**config.mk**
```make
export PLATFORM = sky130hd
export DESIGN_NAME = mem_arbiter
export DESIGN_NICKNAME = d
export VERILOG_FILES = /design/src/rtl/mem_arbiter.sv
export SDC_FILE = /design/constraint.sdc
export NUM_CORES = 1
export LEC_CHECK = 0
export ABC_AREA = 1
export BUFFER_PORTS_ARGS = -buffer_cell sky130_fd_sc_hd__clkbuf_2
export CELL_PAD_IN_SITES_DETAIL_PLACEMENT = 0
export CELL_PAD_IN_SITES_GLOBAL_PLACEMENT = 1
export CORE_MARGIN = 5
export CORE_UTILIZATION = 34
export CTS_BUF_LIST = sky130_fd_sc_hd__clkbuf_8
export CTS_CLUSTER_DIAMETER = 40
export CTS_CLUSTER_SIZE = 12
export DETAILED_ROUTE_END_ITERATION = 8
export GPL_TIMING_DRIVEN = 1
export PLACE_DENSITY_LB_ADDON = 0.1
export SLEW_MARGIN = 20
export SYNTH_ARGS = -nofsm -noshare
export SYNTH_HDL_FRONTEND = slang
export SYNTH_SLANG_ARGS = --single-unit
```
**constraint.sdc**
```tcl
create_clock -name clk -period 2.55 [get_ports clk]
set_input_delay 0.51 -clock clk [delete_from_list [all_inputs] [get_ports clk]]
set_output_delay 0.51 -clock clk [all_outputs]
set_load 0.03 [all_outputs]
```
**src/rtl/mem_arbiter.sv**
```systemverilog
// Three-port arbiter for a single-port synchronous memory (fetch, load/store, debug).
// Optional per-port grant counters are enabled by defining MEM_ARB_STATS_EN.
module mem_arbiter #(
    parameter int ADDR_W       = 8,
    parameter int DATA_W       = 8,
    parameter int STARVE_LIMIT = 4
) (
    input  logic                clk,
    input  logic                reset,
    input  logic [2:0]          req,
    input  logic [2:0]          we,
    input  logic [3*ADDR_W-1:0] addr,
    input  logic [3*DATA_W-1:0] wdata,
    output logic [2:0]          gnt,
    output logic [2:0]          rvalid,
    output logic [DATA_W-1:0]   rdata,
    output logic                mem_en,
    output logic                mem_we,
    output logic [ADDR_W-1:0]   mem_addr,
    output logic [DATA_W-1:0]   mem_wdata,
`ifdef MEM_ARB_STATS_EN
    output logic [3*16-1:0]     stat_cnt,
`endif
    input  logic [DATA_W-1:0]   mem_rdata
);

    typedef enum logic [1:0] {
        S_IDLE,
        S_ISSUE,
        S_RESP
    } state_t;

    state_t              state_q;
    logic [1:0]          winner_q;
    logic                we_q;
    logic [3:0]          starve_q;
    logic [2:0]          gnt_q;
    logic [2:0]          rvalid_q;
    logic [DATA_W-1:0]   rdata_q;
    logic                mem_en_q;
    logic                mem_we_q;
    logic [ADDR_W-1:0]   mem_addr_q;
    logic [DATA_W-1:0]   mem_wdata_q;

    logic [1:0]          winner_d;
    logic [3:0]          starve_d;
    logic                sel_we;
    logic [ADDR_W-1:0]   sel_addr;
    logic [DATA_W-1:0]   sel_wdata;

    // Arbitration: debug escape first, then port1 > port0 > port2.
    always_comb begin
        // NOTE: every combinational output gets a default first so no path infers a latch.
        winner_d  = winner_q;
        starve_d  = starve_q;
        sel_we    = we[0];
        sel_addr  = addr[0 +: ADDR_W];
        sel_wdata = wdata[0 +: DATA_W];

        if (req[2] && (starve_q >= 4'(STARVE_LIMIT))) winner_d = 2'd2;
        else if (req[1])                              winner_d = 2'd1;
        else if (req[0])                              winner_d = 2'd0;
        else if (req[2])                              winner_d = 2'd2;

        if (!req[2] || (winner_d == 2'd2)) starve_d = 4'd0;
        else if (starve_q != 4'hF)          starve_d = starve_q + 4'd1;

        case (winner_d)
            2'd1: begin
                sel_we    = we[1];
                sel_addr  = addr[ADDR_W +: ADDR_W];
                sel_wdata = wdata[DATA_W +: DATA_W];
            end
            2'd2: begin
                sel_we    = we[2];
                sel_addr  = addr[2*ADDR_W +: ADDR_W];
                sel_wdata = wdata[2*DATA_W +: DATA_W];
            end
            default: ;
        endcase
    end

    // NOTE: sequential state uses non-blocking assignments only, so every register samples pre-edge values.
    always_ff @(posedge clk or posedge reset) begin
        if (reset) begin
            state_q     <= S_IDLE;
            winner_q    <= 2'd0;
            we_q        <= 1'b0;
            starve_q    <= 4'd0;
            gnt_q       <= 3'b000;
            rvalid_q    <= 3'b000;
            rdata_q     <= '0;
            mem_en_q    <= 1'b0;
            mem_we_q    <= 1'b0;
            mem_addr_q  <= '0;
            mem_wdata_q <= '0;
        end else begin
            case (state_q)
                S_IDLE, S_RESP: begin
                    rvalid_q <= 3'b000;
                    if ((state_q == S_RESP) && !we_q) rdata_q <= mem_rdata;
                    starve_q <= starve_d;
                    if (|req) begin
                        state_q     <= S_ISSUE;
                        winner_q    <= winner_d;
                        we_q        <= sel_we;
                        gnt_q       <= 3'b001 << winner_d;
                        mem_en_q    <= 1'b1;
                        mem_we_q    <= sel_we;
                        mem_addr_q  <= sel_addr;
                        mem_wdata_q <= sel_wdata;
                    end else begin
                        state_q <= S_IDLE;
                    end
                end
                S_ISSUE: begin
                    state_q  <= S_RESP;
                    gnt_q    <= 3'b000;
                    mem_en_q <= 1'b0;
                    mem_we_q <= 1'b0;
                    rvalid_q <= 3'b001 << winner_q;
                end
                default: state_q <= S_IDLE;
            endcase
        end
    end

    assign gnt       = gnt_q;
    assign rvalid    = rvalid_q;
    assign mem_en    = mem_en_q;
    assign mem_we    = mem_we_q;
    assign mem_addr  = mem_addr_q;
    assign mem_wdata = mem_wdata_q;
    // The memory's registered output arrives in the RESP cycle itself, so it bypasses rdata_q.
    assign rdata     = ((state_q == S_RESP) && !we_q) ? mem_rdata : rdata_q;

`ifdef MEM_ARB_STATS_EN
    logic [2:0][15:0] stat_q;

    always_ff @(posedge clk or posedge reset) begin
        if (reset) begin
            stat_q <= '0;
        end else begin
            for (int n = 0; n < 3; n++) begin
                if (gnt_q[n] && (stat_q[n] != 16'hFFFF)) stat_q[n] <= stat_q[n] + 16'd1;
            end
        end
    end

    assign stat_cnt = stat_q;
`endif

endmodule

```
Yosys cells after proc, flatten, opt, wreduce, memory -nomap -nowiden
Cells that the tools add are included.

Add/subtract/negate cells: 1. $lt $le $gt $ge: 1. Eq/ne operators: 6. Shift operators: 2. Mux-type cells: 19. Reductions and logical operators: 13.

Operators with widths (count): case mux 8 bit (2 select lines) (2); case mux 3 bit (2 select lines) (2); two-way mux 2 bit (4); two-way mux 4 bit (2); two-way mux 8 bit (1); case mux 1 bit (2 select lines) (3); AND reduction 2 bit (3); left shift 1 x 2 -> 3 bit (first input constant) (2); adder 4 x 1 -> 4 bit (second input constant) (1); equality test 2 x 1 -> 1 bit (second input constant) (2); equality test 2 bit (second input constant) (2); >= comparator 4 x 3 -> 1 bit (second input constant) (1); != test 4 bit (second input constant) (1); case mux 2 bit (2 select lines) (1); nonzero test 2 bit (2); two-way mux 1 bit (3); two-way mux 3 bit (1); OR reduction 3 bit (1); logical AND 1 bit (2); logical NOT 1 bit (2); logical NOT 2 bit (1); != test 2 bit (second input constant) (1); OR reduction 2 bit (1); logical OR 1 bit (1).

Register bits: 41. Output and inout port bits: 32. Logic and storage cells: 53.

Longest topological paths before layout
Gate-level depths: netlist of the first run.

Word-level depth: 8. Gate-level depth with buffers: 12. Mapped depth without buffers: 11.

Worst setup path after synthesis of the first run
OpenSTA, ideal clock, no wires.

Path type: input-to-reg. Start: input port req[0]. End: register mem_addr_q[0] (netlist: mem_addr[0]). Arrival time: 1856 ps. Setup slack: 577 ps. Stages on the path: 10. Cell sequence: nor2_1 > inv_1 > a21oi_1 > inv_1 > ha_1 > buf_2 > clkbuf_1 > nand3_1 > nand2_1 > nand2_1.

Word-level cells in the longest chain between the ends: 5. Elaborated cells on any way between the ends: 8.

Ends and longest elaborated chain: start: declaration (line 10) `input logic [2:0] req,`; two-way mux 2 bit * (line 62) `else if (req[0]) winner_d = 2'd0;`; two-way mux 2 bit * (line 61) `else if (req[1]) winner_d = 2'd1;`; two-way mux 2 bit * (line 60) `if (req[2] && (starve_q >= 4'(STARVE_LIMIT))) winner_d = 2'd2;`; net winner_d[1] (line 45) `logic [1:0] winner_d;`; equality test 2 bit / equality test 2 x 1 -> 1 bit (equally long branches) (line 68) `case (winner_d)`; case mux 8 bit (2 select lines) * (line 68); end signal: assignment (line 110) `mem_addr_q <= sel_addr;`; end: declaration (line 42) `logic [ADDR_W-1:0] mem_addr_q;`.

Mark *: on every way through the listed nets, which the timed path passes. The rest lies on a longest branch. A chain may end at the register's enable or synchronous reset.

Worst setup path in the final report of the first run
Start: register state_q[0]. End: output port rdata[3].

Word-level cells in the longest chain between the ends: 3.

Ends and longest elaborated chain: start: declaration (line 33) `state_t state_q;`; start signal: assignment (line 86) `state_q <= S_IDLE;`; start signal: assignment (line 104) `state_q <= S_ISSUE;`; start signal: assignment (line 113) `state_q <= S_IDLE;`; equality test 2 bit (line 135) `assign rdata = ((state_q == S_RESP) && !we_q) ? mem_rdata : rdata_q;`; logical AND 1 bit (line 135); two-way mux 8 bit; end: declaration (line 16) `output logic [DATA_W-1:0] rdata,`.

Every way passes these cells.

==> metrics.cfg, run 1 <==
[worst_setup_path]
worst_setup_path_start_kind=flop
cp_max_fo=9
cp-end-kind=output port
path_class=flop to output port
arrival_ns=1.70
crit_required_ns=2.04

[placement]
port_buffers=95
hpwl_mm=4.16
gp_congestion=0.750
placed_cells=462

[sta]
fin_crit_ns=2.21
fin_setup_tns_ns=0
hold_ws_ns=0.231
period_share=0.867
clock_skew_ns=0.00557
slew_violations=0
hold_viol=0
fmax_ghz=0.452
max-slew-margin-rel=0.536
rsz0062_at_grt=no
worstMarginPinSlew_ns=0.696
setup_viol=0

[floorplan]
die-area_sq_um=8230
start_util=0.349
die_y_um=90.7
die_w_um=90.7
rows=29
core_sq_um=6350
ios=96

[routing]
m1WireLength_mm=2.44
ant_nets=0
drc=0
top_layer=met4
dr_wl_met3_um=389
vias_per_cell=4.54
vias=2134
drtIter0Drc=81
first_pass_iters=4
met2WireLength_mm=2.67
routed_wl_mm=5.56
wl_per_cell_um=11.8

[job]
drv_cap=0

[clocking]
clk_pin_slew_ns=0.09
cts-root-buf=clkbuf_8
cts_made_buffers=5
htree_levels=2
cts_resized=0
cts_max_path_buffers=2
hold_buffers=0
cts_tree=done
cts_setup_buffers=0
clk_latency_ns=0.30
cts.sinks=41

[synth]
synth_cells=299
netlist_area_sq_um=2210
syn-num-nets=367
yosysWarnings=0
synth-seq-cells=41
ys_types=22
synth.avg_cell_area_sq_um=7.41
seq_area_frac_synth=0.463
ys_top_cells_by_area=dfrtp_1 46%, nand2_1 23%, nand3_1 8.1%
yosys.area.top_type_share=0.463
synth_top_cell_by_area=dfrtp_1

[global_route]
grt_pass1_wl_mm=9.63
grt_max_degree=45
grt_pass1_vias=2108
antenna_found_initial=0
grt_overflow_total=0
grt_usage=0.139

[pwr]
p_sw_mw=1.19
combPwrFrac=0.418
ir_worst_vdd_v=0.000433
switching_share=0.426
p_int_mw=1.61
p_per_area_nw_per_um2=974
clockPowerShare=0.228
p_seq_frac=0.353
leakage_nw=1.65
total_power_mw=2.80

[run_status]
status=complete, no violations

[finish]
antenna_cells=0
regArea_sq_um=1030
nets=460
nFillCells=679
drive_gt1_frac=0.333
area_delta_synth_final_pct=29.8
final_cells=470
utilization=0.453
multi_input_area_sq_um=1040

[min_path]
hold_class=primary input to asynchronous set/reset pin

## state kept, by name, summed over array words and instances (netlist names)
name	count
winner_q	2
mem_en	1
rvalid	3
gnt	3
we_q	1
rdata_q	8
state_q	2
starve_q	4
mem_wdata	8
mem_we	1
mem_addr	8
## kinds of logic (layout without fill, tap and decap cells)
logic type,after synthesis,count (layout),synth area share
AND/OR/NAND/NOR,215,215,0.408
flip-flops,41,41,0.463
AO/OA/AOI/OAI,10,10,0.0345
adder cells (fa/ha/maj),4,4,0.0226
buffers and inverters,28,122,0.0672
XOR/XNOR,1,1,0.00396
## final cells by class
type	instances	area share
inverter	15	0.0196
tap	77	0.0335
sequential	41	0.357
multi-input combinational	230	0.362
clock inverter	3	0.0239
clock buffer	5	0.0239
timing repair buffer	99	0.180
## through the flow
step	setup slack, ns	cell area [sq um]
after floorplan	0.577	2210
after global placement	0.463	2740
after detailed placement	0.471	2740
after CTS	0.288	2870
after global routing	0.154	2870
final	0.339	2870
## Yosys cell counts
| library cell | count |
|---|---|
| ha_1 | 4 |
| nand3_1 | 36 |
| a21oi_1 | 1 |
| xor2_1 | 1 |
| dfrtp_1 | 41 |
| inv_2 | 3 |
| clkbuf_1 | 1 |
| buf_8 | 1 |
| nand2_4 | 1 |
| nand4_1 | 1 |
| nor2_4 | 1 |
| nor2_1 | 29 |
| nand2_1 | 133 |
| o21ai_1 | 2 |
| inv_1 | 12 |
| nand2_2 | 3 |
| buf_2 | 8 |
| o31ai_2 | 3 |
| buf_6 | 3 |
| nor2_2 | 11 |
| o21ai_0 | 3 |
| o21ai_2 | 1 |
## placed cells by master (no fill, tap or decap)
cell type,netlist,layout
o21ai_0,3,3
buf_4,0,3
inv_1,12,11
clkbuf_2,0,95
inv_2,3,4
bufinv_16,0,2
ha_1,4,4
inv_6,0,1
dfrtp_1,41,41
o21ai_1,2,2
o31ai_2,3,3
nor2_4,1,1
nor2_2,11,11
nand3_1,36,36
buf_12,0,1
nand2_4,1,1
nand2_2,3,3
nand2_1,133,133
o21ai_2,1,1
clkbuf_8,0,5
nor2_1,29,29
xor2_1,1,1
a21oi_1,1,1
nand4_1,1,1
## per-layer routing
layer  global-route usage  vias to the layer above
li1                     -                     1115
met1                0.171                      958
met2                0.237                       56
met3               0.0417                        5
met4               0.0335                        0
met5                    0                        -
## power by group through the flow
stage	Combinational (mW)	Clock, mW	Sequential [mW]
finish	1.17	0.639	0.989
global route	1.31	0.684	1.02
CTS	1.20	0.654	0.993
detailed placement	1.19	0	1.00
global placement	1.19	0	1.01
floorplan	0.642	0	1.21
## critical path: stages (launching register included)
cell	delay, ns
dfrtp_1	0.47
nor2_2	0.35
nand2_2	0.21
nand2_1	0.13
nand2_1	0.06
clkbuf_2	0.18
## final timing paths
kind,endpoint,slack [ns],startpoint,cells after the start
worst min register to register,rdata_q[4],0.47,rdata_q[4],2
worst max-delay path,rdata[3],0.34,state_q[0],5
worst max register to register,we_q,0.54,starve_q[2],8
worst min-delay path,mem_addr[1],0.23,reset,2
min in group clk,rdata_q[1],0.46,mem_rdata[1],3
max in group asynchronous,starve_q[3],1.76,reset,3
(Power assumes the default switching activity.)
==> run 2, diff against run 1 <==
ABC_AREA = 0   (was 1)
CORE_UTILIZATION = 36   (was 34)
==> run 2 against run 1 <==
Power grew 13%. Utilization grew 3.4 points. Non-clock buffer count grew 2. Clock-buffer cell count is the same. Final cell count shrank 20%. Synthesized cell count shrank 31%. Maximum frequency shrank 4.8%. Register-to-register slack lost 0.15 ns. Sequential share of layout area shrank 0.077 points. Clock power shrank 17%. Global-route usage grew 0.68 points. Highest routed layer unchanged.
==> metrics.cfg, run 2 <==
[global_route]
grt_pass1_wl_mm=8.87  ; -7.9%
met1_usage=0.186  ; +0.0152
grt_usage=0.146  ; +0.00678
gr-max-usage-layer=met2
grt_pass1_vias=1881  ; -11%
antenna_found_initial=0  ; unchanged
grt_max_degree=42  ; -6.7%
met3_usage=0.0517  ; +0.0101
grt_overflow_total=0  ; unchanged
grtUsageMet2=0.235  ; -0.00147

[pwr]
clockPowerShare=0.169  ; -0.059
p_per_area_nw_per_um2=1100  ; +13%
p_int_mw=1.83  ; +14%
combPwrFrac=0.491  ; +0.073
total_power_mw=3.16  ; +13%
leakage_nw=1.43  ; -13%
switching_share=0.419  ; -0.00677
p_seq_frac=0.340  ; -0.013
p_sw_mw=1.32  ; +11%
ir_worst_vdd_v=0.000403  ; -6.9%

[min_path]
hold_class=primary input to asynchronous set/reset pin

[run_status]
status=complete, no violations

[finish]
layout_common_cells=95 x clkbuf_2, 41 x dfrtp_1, 26 x mux2_2
drive_gt1_frac=0.487  ; +0.153
mostFrequentLayoutCell=clkbuf_2
nets=369  ; -20%
area_delta_synth_final_pct=30.9
nFillCells=585  ; -14%
antenna_cells=0  ; unchanged
final_cells=377  ; -20%

[placement]
gp_congestion=0.733  ; -2.3%
hpwl_mm=4.08  ; -1.9%
port_buffers=95  ; unchanged
placed_cells=369  ; -20%

[floorplan]
core_sq_um=5920  ; -6.8%
start_util=0.372  ; +0.0230
die-area_sq_um=7780  ; -5.5%
ios=96  ; unchanged
die_w_um=88.2  ; -2.8%
rows=28  ; -3.4%
die_y_um=88.2  ; -2.8%

[synth]
synth.most_common_cell=dfrtp_1
synth_edf_count=0  ; unchanged
synth-main-ff-cell=dfrtp_1
synth_top_cell_by_area=dfrtp_1
ys_types=32  ; +45%
seq_area_frac_synth=0.466  ; +0.00290
synth-seq-cells=41  ; unchanged
yosysWarnings=0  ; unchanged
synth_async_sr_flop_share=1.00  ; unchanged
synth_cells=206  ; -31%
synth_common_cells=41 x dfrtp_1, 26 x mux2_2, 24 x a21oi_1
ys_top_cells_by_area=dfrtp_1 47%, mux2_2 13%, a22oi_1 5.8%
synth.avg_cell_area_sq_um=10.7  ; +44%
netlist_area_sq_um=2200  ; -0.62%
syn-num-nets=274  ; -25%
yosys.area.top_type_share=0.466  ; +0.00290

[sta]
fin_crit_ns=2.32  ; +0.111 ns
fmax_ghz=0.431  ; -4.8%
clock_skew_ns=0.00669  ; +0.00111 ns
hold_viol=0  ; unchanged
worstMarginPinSlew_ns=0.530  ; -0.165 ns
setup_viol=0  ; unchanged
max-slew-margin-rel=0.646  ; +0.110
fin_setup_tns_ns=0  ; unchanged
rsz0062_at_grt=no
slew_violations=0  ; unchanged
period_share=0.910  ; +0.0434

[routing]
vias_per_cell=4.86  ; +7.0%
routed_wl_mm=5.36  ; -3.5%
first_pass_iters=4  ; unchanged
wl_per_cell_um=14.2  ; +20%
ant_nets=0  ; unchanged
drc=0  ; unchanged
drtIter0Drc=48  ; -41%
vias=1831  ; -14%

[clocking]
cts_resized=0  ; unchanged
clk_latency_ns=0.29  ; about the same
cts_max_path_buffers=2  ; unchanged
htree_levels=2  ; unchanged
cts_setup_buffers=0  ; unchanged
cts_made_buffers=5  ; unchanged
cts-root-buf=clkbuf_8
cts.sinks=41  ; unchanged
cts_tree=done
clk_pin_slew_ns=0.09  ; about the same
hold_buffers=0  ; unchanged

[worst_setup_path]
timing.rr.start=starve_q[2]
cp_max_fo=16  ; +7
arrival_ns=1.81  ; +0.11 ns
worstReg2RegEnd=mem_addr[0]
rrSetupSlack_ns=0.39  ; -0.15 ns
cp-end-kind=output port
path_class=flop to output port
worst_setup_path_start_kind=flop
reg2reg_depth=7  ; -1
crit_required_ns=2.04  ; about the same

[job]
drv_cap=0  ; unchanged

==> run 2: changes by cell type in the layout (fill, tap and decap cells not counted), moves of 11 or more <==
cell     before  now
mux2_2        0   26
nand3_1      36    3
nand2_1     133    6
nor2_2       11    0
a21oi_1       1   24
a22oi_1       0   17
==> run 2: routing by layer <==
metal | up-vias | wire length, um
met5 | - | 0
met4 | 0 | 39
met3 | 4 | 405
met2 | 56 | 2520
met1 | 843 | 2400
li1 | 928 | -
==> run 2: critical path, cell delays in order, from the launching register on <==
cell      delay, ns
dfrtp_1        0.52
nor3b_4        0.21
buf_4          0.25
mux2_2         0.36
clkbuf_2       0.18
==> run 2: layout make-up <==
class	count	area, sq um	share of cell area
Timing Repair Buffer	101	546	0.189
Sequential cell	41	1030	0.356
Clock buffer	5	68.8	0.0239
Clock inverter	3	46.3	0.0161
Multi-Input combinational cell	142	1060	0.367
Tap cell	75	93.8	0.0326
Inverter	10	42.5	0.0148
==> run 2: cell families after synthesis <==
kind of cell / Yosys count / synth area share
simple gates: 43 / 0.0995
flops: 41 / 0.466
buf+inv: 23 / 0.0534
compound gates: 61 / 0.171
mux: 34 / 0.188
fa+ha+maj: 4 / 0.0227
==> run 2: how the worst max path moves through the flow <==
stage	cells past startpoint	to	from	slack, ns
final	4	rdata[3]	state_q[0]	0.23
after global routing	4	rdata[4]	state_q[0]	0.09
after CTS	4	rdata[3]	state_q[0]	0.20
after detailed placement	9	mem_wdata[4]	req[1]	0.17
after global placement	9	mem_addr[0]	req[1]	0.20
after floorplan	8	we_q	req[0]	0.39
==> run 2: metrics by stage <==
step / instance area [sq um] / utilization / hold slack [ns] / worst slack, ns
after detailed placement: 2770 / 0.467 / 0.468 / 0.166
after CTS: 2880 / 0.486 / 0.333 / 0.205
after global routing: 2880 / 0.486 / 0.356 / 0.0945
after global placement: 2770 / 0.467 / 0.478 / 0.204
final: 2880 / 0.486 / 0.301 / 0.229
after floorplan: 2200 / - / 0.477 / 0.391
==> run 2: power by group through the flow <==
stage / Clock [mW] / Combinational (mW) / Sequential [mW]
2_1_floorplan: 0 / 0.841 / 1.36
3_3_place_gp: 0 / 1.56 / 1.08
3_5_place_dp: 0 / 1.58 / 1.08
4_1_cts: 0.555 / 1.58 / 1.08
5_1_grt: 0.583 / 1.68 / 1.11
6_report: 0.533 / 1.55 / 1.07
